## src/rtl/fft16_frame_feeder.sv

```systemverilog
// fft16_frame_feeder: ping-pong frame buffer that replays each full bank as one
// contiguous N_POINT-cycle valid burst, followed by an enforced idle gap.
module fft16_frame_feeder #(
    parameter int DATA_WIDTH = 8,
    parameter int N_POINT    = 16,
    parameter int GAP_CYCLES = 20
) (
    input  logic                  sys_clk_i,
    input  logic                  rst_n_i,
    input  logic                  s_valid_i,
    output logic                  s_ready_o,
    input  logic [DATA_WIDTH-1:0] s_real_i,
    input  logic [DATA_WIDTH-1:0] s_imag_i,
    input  logic                  flush_i,
    output logic                  data_out_valid_o,
    output logic [DATA_WIDTH-1:0] xn_real_o,
    output logic [DATA_WIDTH-1:0] xn_imag_o,
    output logic [15:0]           frame_cnt_o
);
    localparam int AW = $clog2(N_POINT);
    localparam int GW = $clog2(GAP_CYCLES + 1);

    typedef enum logic [1:0] {IDLE, BURST, GAP} state_t;

    state_t                  state_q, state_d;
    logic [2*DATA_WIDTH-1:0] mem_q [2][N_POINT];
    logic [1:0]              full_q, full_d;
    logic                    wr_bank_q, wr_bank_d, rd_bank_q, rd_bank_d;
    logic [AW-1:0]           wr_addr_q, wr_addr_d, rd_addr_q, rd_addr_d;
    logic [GW-1:0]           gap_q, gap_d;
    logic                    valid_q, valid_d;
    logic [DATA_WIDTH-1:0]   real_q, real_d, imag_q, imag_d;
    logic [15:0]             frame_q, frame_d;
    logic                    hs, wr_last, gap_done, emit, rd_last;
    logic [2*DATA_WIDTH-1:0] rd_word;

    assign s_ready_o = !full_q[wr_bank_q];
    // flush beats a coincident handshake: the sample is dropped entirely
    assign hs       = s_valid_i && s_ready_o && !flush_i;
    assign wr_last  = hs && wr_addr_q == AW'(N_POINT - 1);
    assign gap_done = state_q == GAP && gap_q == GW'(GAP_CYCLES);
    // launching from IDLE or the end of a gap emits sample 0 on the same edge
    assign emit     = state_q == BURST || (full_q[rd_bank_q] && (state_q == IDLE || gap_done));
    assign rd_last  = emit && rd_addr_q == AW'(N_POINT - 1);
    assign rd_word  = mem_q[rd_bank_q][rd_addr_q];

    always_comb begin
        wr_addr_d = flush_i ? '0 : wr_addr_q + AW'(hs);
        wr_bank_d = wr_bank_q ^ wr_last;
        rd_addr_d = rd_addr_q + AW'(emit);
        rd_bank_d = rd_bank_q ^ rd_last;
        full_d    = full_q;
        if (wr_last) full_d[wr_bank_q] = 1'b1;
        if (rd_last) full_d[rd_bank_q] = 1'b0;
        frame_d   = frame_q + 16'(rd_last);
        gap_d     = state_q == GAP ? gap_q + GW'(1) : '0;
        state_d   = rd_last ? GAP : emit ? BURST : gap_done ? IDLE : state_q;
        valid_d   = emit;
        real_d    = emit ? rd_word[2*DATA_WIDTH-1:DATA_WIDTH] : '0;
        imag_d    = emit ? rd_word[DATA_WIDTH-1:0] : '0;
    end

    always_ff @(posedge sys_clk_i) begin
        if (hs) mem_q[wr_bank_q][wr_addr_q] <= {s_real_i, s_imag_i};
    end

    always_ff @(posedge sys_clk_i or negedge rst_n_i) begin
        if (!rst_n_i) begin
            state_q   <= IDLE;
            full_q    <= '0;
            wr_bank_q <= 1'b0;
            rd_bank_q <= 1'b0;
            wr_addr_q <= '0;
            rd_addr_q <= '0;
            gap_q     <= '0;
            valid_q   <= 1'b0;
            real_q    <= '0;
            imag_q    <= '0;
            frame_q   <= '0;
        end else begin
            state_q   <= state_d;
            full_q    <= full_d;
            wr_bank_q <= wr_bank_d;
            rd_bank_q <= rd_bank_d;
            wr_addr_q <= wr_addr_d;
            rd_addr_q <= rd_addr_d;
            gap_q     <= gap_d;
            valid_q   <= valid_d;
            real_q    <= real_d;
            imag_q    <= imag_d;
            frame_q   <= frame_d;
        end
    end

    assign data_out_valid_o = valid_q;
    assign xn_real_o        = real_q;
    assign xn_imag_o        = imag_q;
    assign frame_cnt_o      = frame_q;
endmodule

```

## config.mk

```make
export PLATFORM = sky130hd
export DESIGN_NAME = fft16_frame_feeder
export DESIGN_NICKNAME = d
export VERILOG_FILES = /design/src/rtl/fft16_frame_feeder.sv
export SDC_FILE = /design/constraint.sdc
export NUM_CORES = 1
export LEC_CHECK = 0
export CORE_MARGIN = 1
export CORE_UTILIZATION = 55
export DETAILED_ROUTE_END_ITERATION = 8
export GPL_TIMING_DRIVEN = 0
export PLACE_DENSITY = 0.71
export SETUP_SLACK_MARGIN = 0.05
export SYNTH_ARGS = -nofsm -noshare
export SYNTH_HDL_FRONTEND = slang
export SYNTH_SLANG_ARGS = --single-unit
export TNS_END_PERCENT = 20
```

## constraint.sdc

```tcl
create_clock -name sys_clk_i -period 3.1 [get_ports sys_clk_i]
set_input_delay 0.465 -clock sys_clk_i [delete_from_list [all_inputs] [get_ports sys_clk_i]]
set_output_delay 0.465 -clock sys_clk_i [all_outputs]
set_load 0.02 [all_outputs]
```

Yosys cells after proc, flatten, opt, wreduce, memory -nomap -nowiden
Memory sizes are Yosys's and may differ from the RTL's. Index checks and enable logic that the tools add are counted.

Register bits after elaboration: 52. Bits in latches: 0. RAM bits: 512. ROM bits: 0. Input port bits: 20. Output and inout port bits: 34. Word-level logic and storage cells: 74. Memories: 1.

Memories: mem_q (words 2, width 256, rd ports 1, clocked after memory_dff 0, wr ports 1, line 26) `logic [2*DATA_WIDTH-1:0] mem_q [2][N_POINT];`.

Add/sub/neg operators: 4. Multipliers: 0. Div/mod/pow operators: 0. $lt $le $gt $ge: 7. Eq/ne operators: 5. Shifts and indexed selects: 0. Mux-type cells: 24. Bitwise operators: 7. Reductions and logical operators: 15.

Operators by type and width (count): $mux W256 (1); $bmux W16 S4 (1); $demux W16 S4 (1); $mux W16 (3); $add A16 B1 Y16 (1); $mux W8 (2); $ge A5 B5 Y1 const B (2); $mux W2 (5); $not A4 Y5 (2); $logic_and A1 B1 Y1 (9); $add A4 B1 Y4 (2); $eq A4 B4 Y1 const B (2); $mux W1 (7); $add A5 B1 Y5 const B (1); $eq A5 B5 Y1 const B (1); $lt A5 B1 Y1 const B (1); $mux W5 (1); $lt A1 B2 Y1 const B (2); $mux W4 (1); $reduce_bool A3 Y1 (1); $and A2 B2 Y2 (1); $demux W1 S1 (2); $eq A2 B1 Y1 const B (1); $eq A2 B2 Y1 const B (1); 7 further kinds (11).

Depth between registers and ports, before layout
Depth after elaboration: 9. Mapped depth: 11. Depth with buffers taken out: 11.

Worst setup path before layout
No wires, ideal clock.

Path kind: reg-to-reg. From: reg wr_bank_q. To: mem mem_q[0][112] in the netlist's numbering, enable pin. Library setup time: 430 ps. Arrival time: 3029 ps. Data required time: 2670 ps. Setup slack: -359 ps. Stages on the path, launching flop included: 4. Path buffers: 0. Clock period less this slack: 3459 ps. Path through: dfrtp_1 > mux2i_1 > nand3b_1 > nor4_1.

Cells in the longest elaborated chain, start to end: 7.

Ends and longest elaborated chain: from (decl) (line 28) `logic wr_bank_q, wr_bank_d, rd_bank_q, rd_bank_d;`; from (signal assigned) (line 83) `wr_bank_q <= wr_bank_d;`; $mux W1 (not written as such) (2 in a row) (line 37) `assign s_ready_o = !full_q[wr_bank_q];`; $logic_not A1 Y1 (line 37); via s_ready_o (line 11) `output logic s_ready_o,`; $logic_and A1 B1 Y1 (2 in a row) (line 39) `assign hs = s_valid_i && s_ready_o && !flush_i;`; $mux W1 (line 64) `if (hs) mem_q[wr_bank_q][wr_addr_q] <= {s_real_i, s_imag_i};`; $mux W256 (not written as such) (line 64); to (decl) (line 26).

The timed path passes the listed nets, and every way through them passes these cells. The select of a mux whose other input is x is not followed.

Worst setup path in the final report
From: reg wr_bank_q. To: mem mem_q[0][44] in the netlist's numbering, enable pin.

Cells in the longest elaborated chain, start to end: 7.

Ends and longest elaborated chain (line): $mux W1 (not written as such) (2 in a row) (37); $logic_not A1 Y1 (37); $logic_and A1 B1 Y1 (2 in a row) (39); $mux W1 (64); $mux W256 (not written as such) (64).

Parallel ways exist; a longest one is shown, timed or not. The select of a mux whose other input is x is not followed.

==> results.md <==
* CP max stage delay at 610 ps
* Worst Hold Class: in -> async
* Synth Cell Area at 0.0216 mm2
* Worst r2r src: wr_bank_q$_DFF_PN0_
* Total CTS buffers at between 50 and 60
* Final wirelength at 48000 um
* CP delay by family, top: simple AND/OR/NAND/NOR gates
* Leakage Power at a little over 0.008 uW
* Antenna Nets Post-Route at 0
* Int Power at 12400 uW
* Layout cell share with drive strength beyond 1 at 0.279
* Layout Cells excl Fill at 1694
* Syn Area/Cell at 22.0 um2
* Initial Utilization at 0.558
* Final setup violation count at 0
* Syn Inst Count at 979
* NetSw at 2840 uW
* Met3 Use GR at 0.0454
* Initial antenna violation count at 0
* Largest net degree at the start of global routing at 33
* Area growth, synth to finish at 17.1%
* Clk pwr share at 0.439
* Crit path to: mem_q[0][44]$_DFFE_PP_
* Worst setup startpoint: wr_bank_q$_DFF_PN0_
* Die W at 200 um
* Peak Freq at roughly 340 MHz
* Core Rows at 72
* Maxcap violations at 0
* Critical path class: reg -> reg
* Slew headroom at 0.0471
* Buf+Inv Stages, Crit Path at 2
* CP dominant cell by count: buf_4
* Hold_ws at 412 ps
* Final Power at 15200 uW
* Starting DRT DRC Count at between 1000 and 1500
* Peak supply drop at about 0.4 mV
* Status: completed
* CP cell instances: mux2i_1 -> and2_1 -> nand2_1 -> nor4_4 -> buf_4 -> buf_4
* Crit. path cell count at 6
* Core box area at ~0.039 mm2
* Final period utilization at 0.961
* Worst slew pin tran at 1420 ps
* Ant diodes at 0
* GPL Wtd Cong at roughly 0.86
* DIE AREA at between 0.03 and 0.04 mm2
* Worst path slowest cell: mux2i_1
* Clock Sinks at roughly 560
* Via density at 6.29
* Clk_lat worst skew at 580 ps
* Via Count at 10600
* Die H at around 200 um
* Final net count at ~1200
* Synth warn at 0
* Yosys cell types at 37
* IO buf count at 53
* Count of pins over their slew limit at 0
* CTS tree: yes
* Pwr dens at 603 mW/mm2
* Root Driver: clkbuf_16
* Syn Nets at 1009
* Critical R2R Capture: mem_q[0][44]$_DFFE_PP_
* #FFs+latches synth at 564
* Dpl cells at 1591
* GRT met1 Usage at 0.370
* Unrepaired setup endpoints after global routing: yes
* Seq pwr share at 0.547
* Min cycle time layout at between 2000 and 3000 ps
* CP Data Required Time at 3380 ps
* Finished Core Util at 0.653
* First-pass GRT wire length at 69000 um
* H-tree depth at 2
* CP Capture Type: flop
* Final Hold Vio Count at 0
* I/O Pins at 54
* Crit Path Max Fanout at 7
* Seq/Total Area, Yosys at 0.773
* Residual DRC at 0
* Number of global-route vias before repair at 10400
* Combinational power share at 0.014
* Busiest layer in global routing: met2
* TritonRoute pass-1 iters at 5
* Met2 usage at 0.377
* WP data arrival at 3260 ps
* Worst Skew at 13.0 ps
* GRT Overall Usage at 0.247
* Startpoint class of the critical path: flop
* Per-cell routed wire length at 28.3 um
* CTS Buffer Depth at 3
* HPWL Detailed at approximately 31000 um
* Worst Reg2Reg Path Length in Cells at 6
* GR Overflow Total at 0
* Net Sw Frac at 0.187
* CTS clock-pin slew for the worst setup and hold paths at 60 ps
* Reg2reg setup slack at 120 ps
[per-stage QoR]
step                      setup TNS [ps]  instance area (um2)  setup slack [ps]
after floorplan                   -40840                21600              -359
after global placement           -581020                22700             -2360
after detailed placement          -58900                23400              -491
after CTS                           -281                25200             -41.4
after global routing               -92.1                25200             -68.1
final                                  0                25200               120
[cells in the mapped netlist (all sizes together)]
library cell    n  area (um2)
inv            13        48.8
clkbuf         18        67.6
o31ai           1        21.3
ha             10         125
o22ai          16         100
nand2b          4        25.0
nand2           8        30.0
xor2           10        87.6
a22o           30         263
a21oi           2        10.0
edfxtp        512       15400
nand3          16        80.1
nand3b          2        15.0
nand4b          1        8.76
or2             1        6.26
xnor2          12         105
a221oi         30         363
o21ai           1        5.00
mux2            1        11.3
dfrtp          52        1300
nor3           11        55.1
and3            6        37.5
nor2b           6        37.5
nand4           3        18.8
buf            32         214
mux2i           2        20.0
and2            3        18.8
a22oi           2        15.0
nor2           32         120
nor4            9        56.3
mux4          128        2880
or3             3        18.8
o22a            2        17.5
[power groups by stage]
stage | clock network (uW) | registers, uW | logic, uW
floorplan | 0 | 8480 | 26.9
global placement | 0 | 8490 | 182
detailed placement | 0 | 8490 | 204
CTS | 6760 | 8330 | 210
global route | 7060 | 8320 | 222
finish | 6690 | 8330 | 208
[what timing repair did]
item,CTS,global route
resized for setup,3,5
endpoints found under the hold margin,22,0
hold buffers,1,0
pin swaps,0,1
setup buffers,2,0
setup endpoints to repair,116,27
[how the worst min path moves through the flow]
stage          slack (ps)                 startpoint                          to
2_1_floorplan         170                    rst_n_i  data_out_valid_o$_DFF_PN0_
3_3_place_gp          460  frame_cnt_o[15]$_DFF_PN0_   frame_cnt_o[15]$_DFF_PN0_
3_5_place_dp          470  frame_cnt_o[15]$_DFF_PN0_   frame_cnt_o[15]$_DFF_PN0_
4_1_cts               420                    rst_n_i  data_out_valid_o$_DFF_PN0_
5_1_grt               490  frame_cnt_o[15]$_DFF_PN0_   frame_cnt_o[15]$_DFF_PN0_
6_report              410                    rst_n_i  data_out_valid_o$_DFF_PN0_
[state kept, by name (all words and copies together) (netlist names)]
name,cells
rd_addr_q,4
mem_q,512
wr_addr_q,4
state_q,2
wr_bank_q,1
xn_imag_o,8
full_q,2
xn_real_o,8
data_out_valid_o,1
rd_bank_q,1
gap_q,5
frame_cnt_o,16
[metal layers]
metal / vias to the layer above / share of wire
li1: 4429 / -
met1: 5573 / 0.42
met2: 566 / 0.47
met3: 81 / 0.088
met4: 0 / 0.026
met5: - / 0
[worst reg2reg max path, stage by stage, from the launching register on]
cell	delay, ps
dfrtp_1	460
mux2i_1	610
and2_1	250
nand2_1	270
nor4_4	600
buf_4	300
buf_4	200
[cell usage in the layout, fill, tap and decap left out, drive strengths merged, types with 30 or more instances in the layout]
| cell | instances |
|---|---|
| edfxtp | 512 |
| nor2 | 32 |
| clkbuf | 106 |
| dfrtp | 52 |
| clkdlybuf4s50 | 48 |
| a221oi | 30 |
| a22o | 30 |
| buf | 78 |
| mux4 | 128 |
[kinds of logic (layout without fill, tap and decap cells)]
| kind of cell | count (synthesis) | count (layout) | synth area share |
|---|---|---|---|
| AO/OA/AOI/OAI | 84 | 84 | 0.0368 |
| multiplexers | 131 | 131 | 0.135 |
| buffers and inverters | 63 | 260 | 0.0153 |
| XOR/XNOR | 22 | 22 | 0.00894 |
| AND/OR/NAND/NOR | 105 | 105 | 0.0245 |
| flip-flops | 564 | 564 | 0.773 |
| adder cells (fa/ha/maj) | 10 | 10 | 0.00580 |
[layout make-up]
| type | instances | area, um2 |
|---|---|---|
| inverters | 13 | 48.8 |
| well taps | 518 | 648 |
| fillers | 2446 | 13400 |
| flip-flops and latches | 564 | 16700 |
| multi-input cells | 352 | 4720 |
| repair buffers | 97 | 1030 |
| plain buffers | 49 | 282 |
| clock buffers | 87 | 1680 |
| clock inverters | 14 | 168 |
No activity file was read; power rests on OpenSTA's default activity.
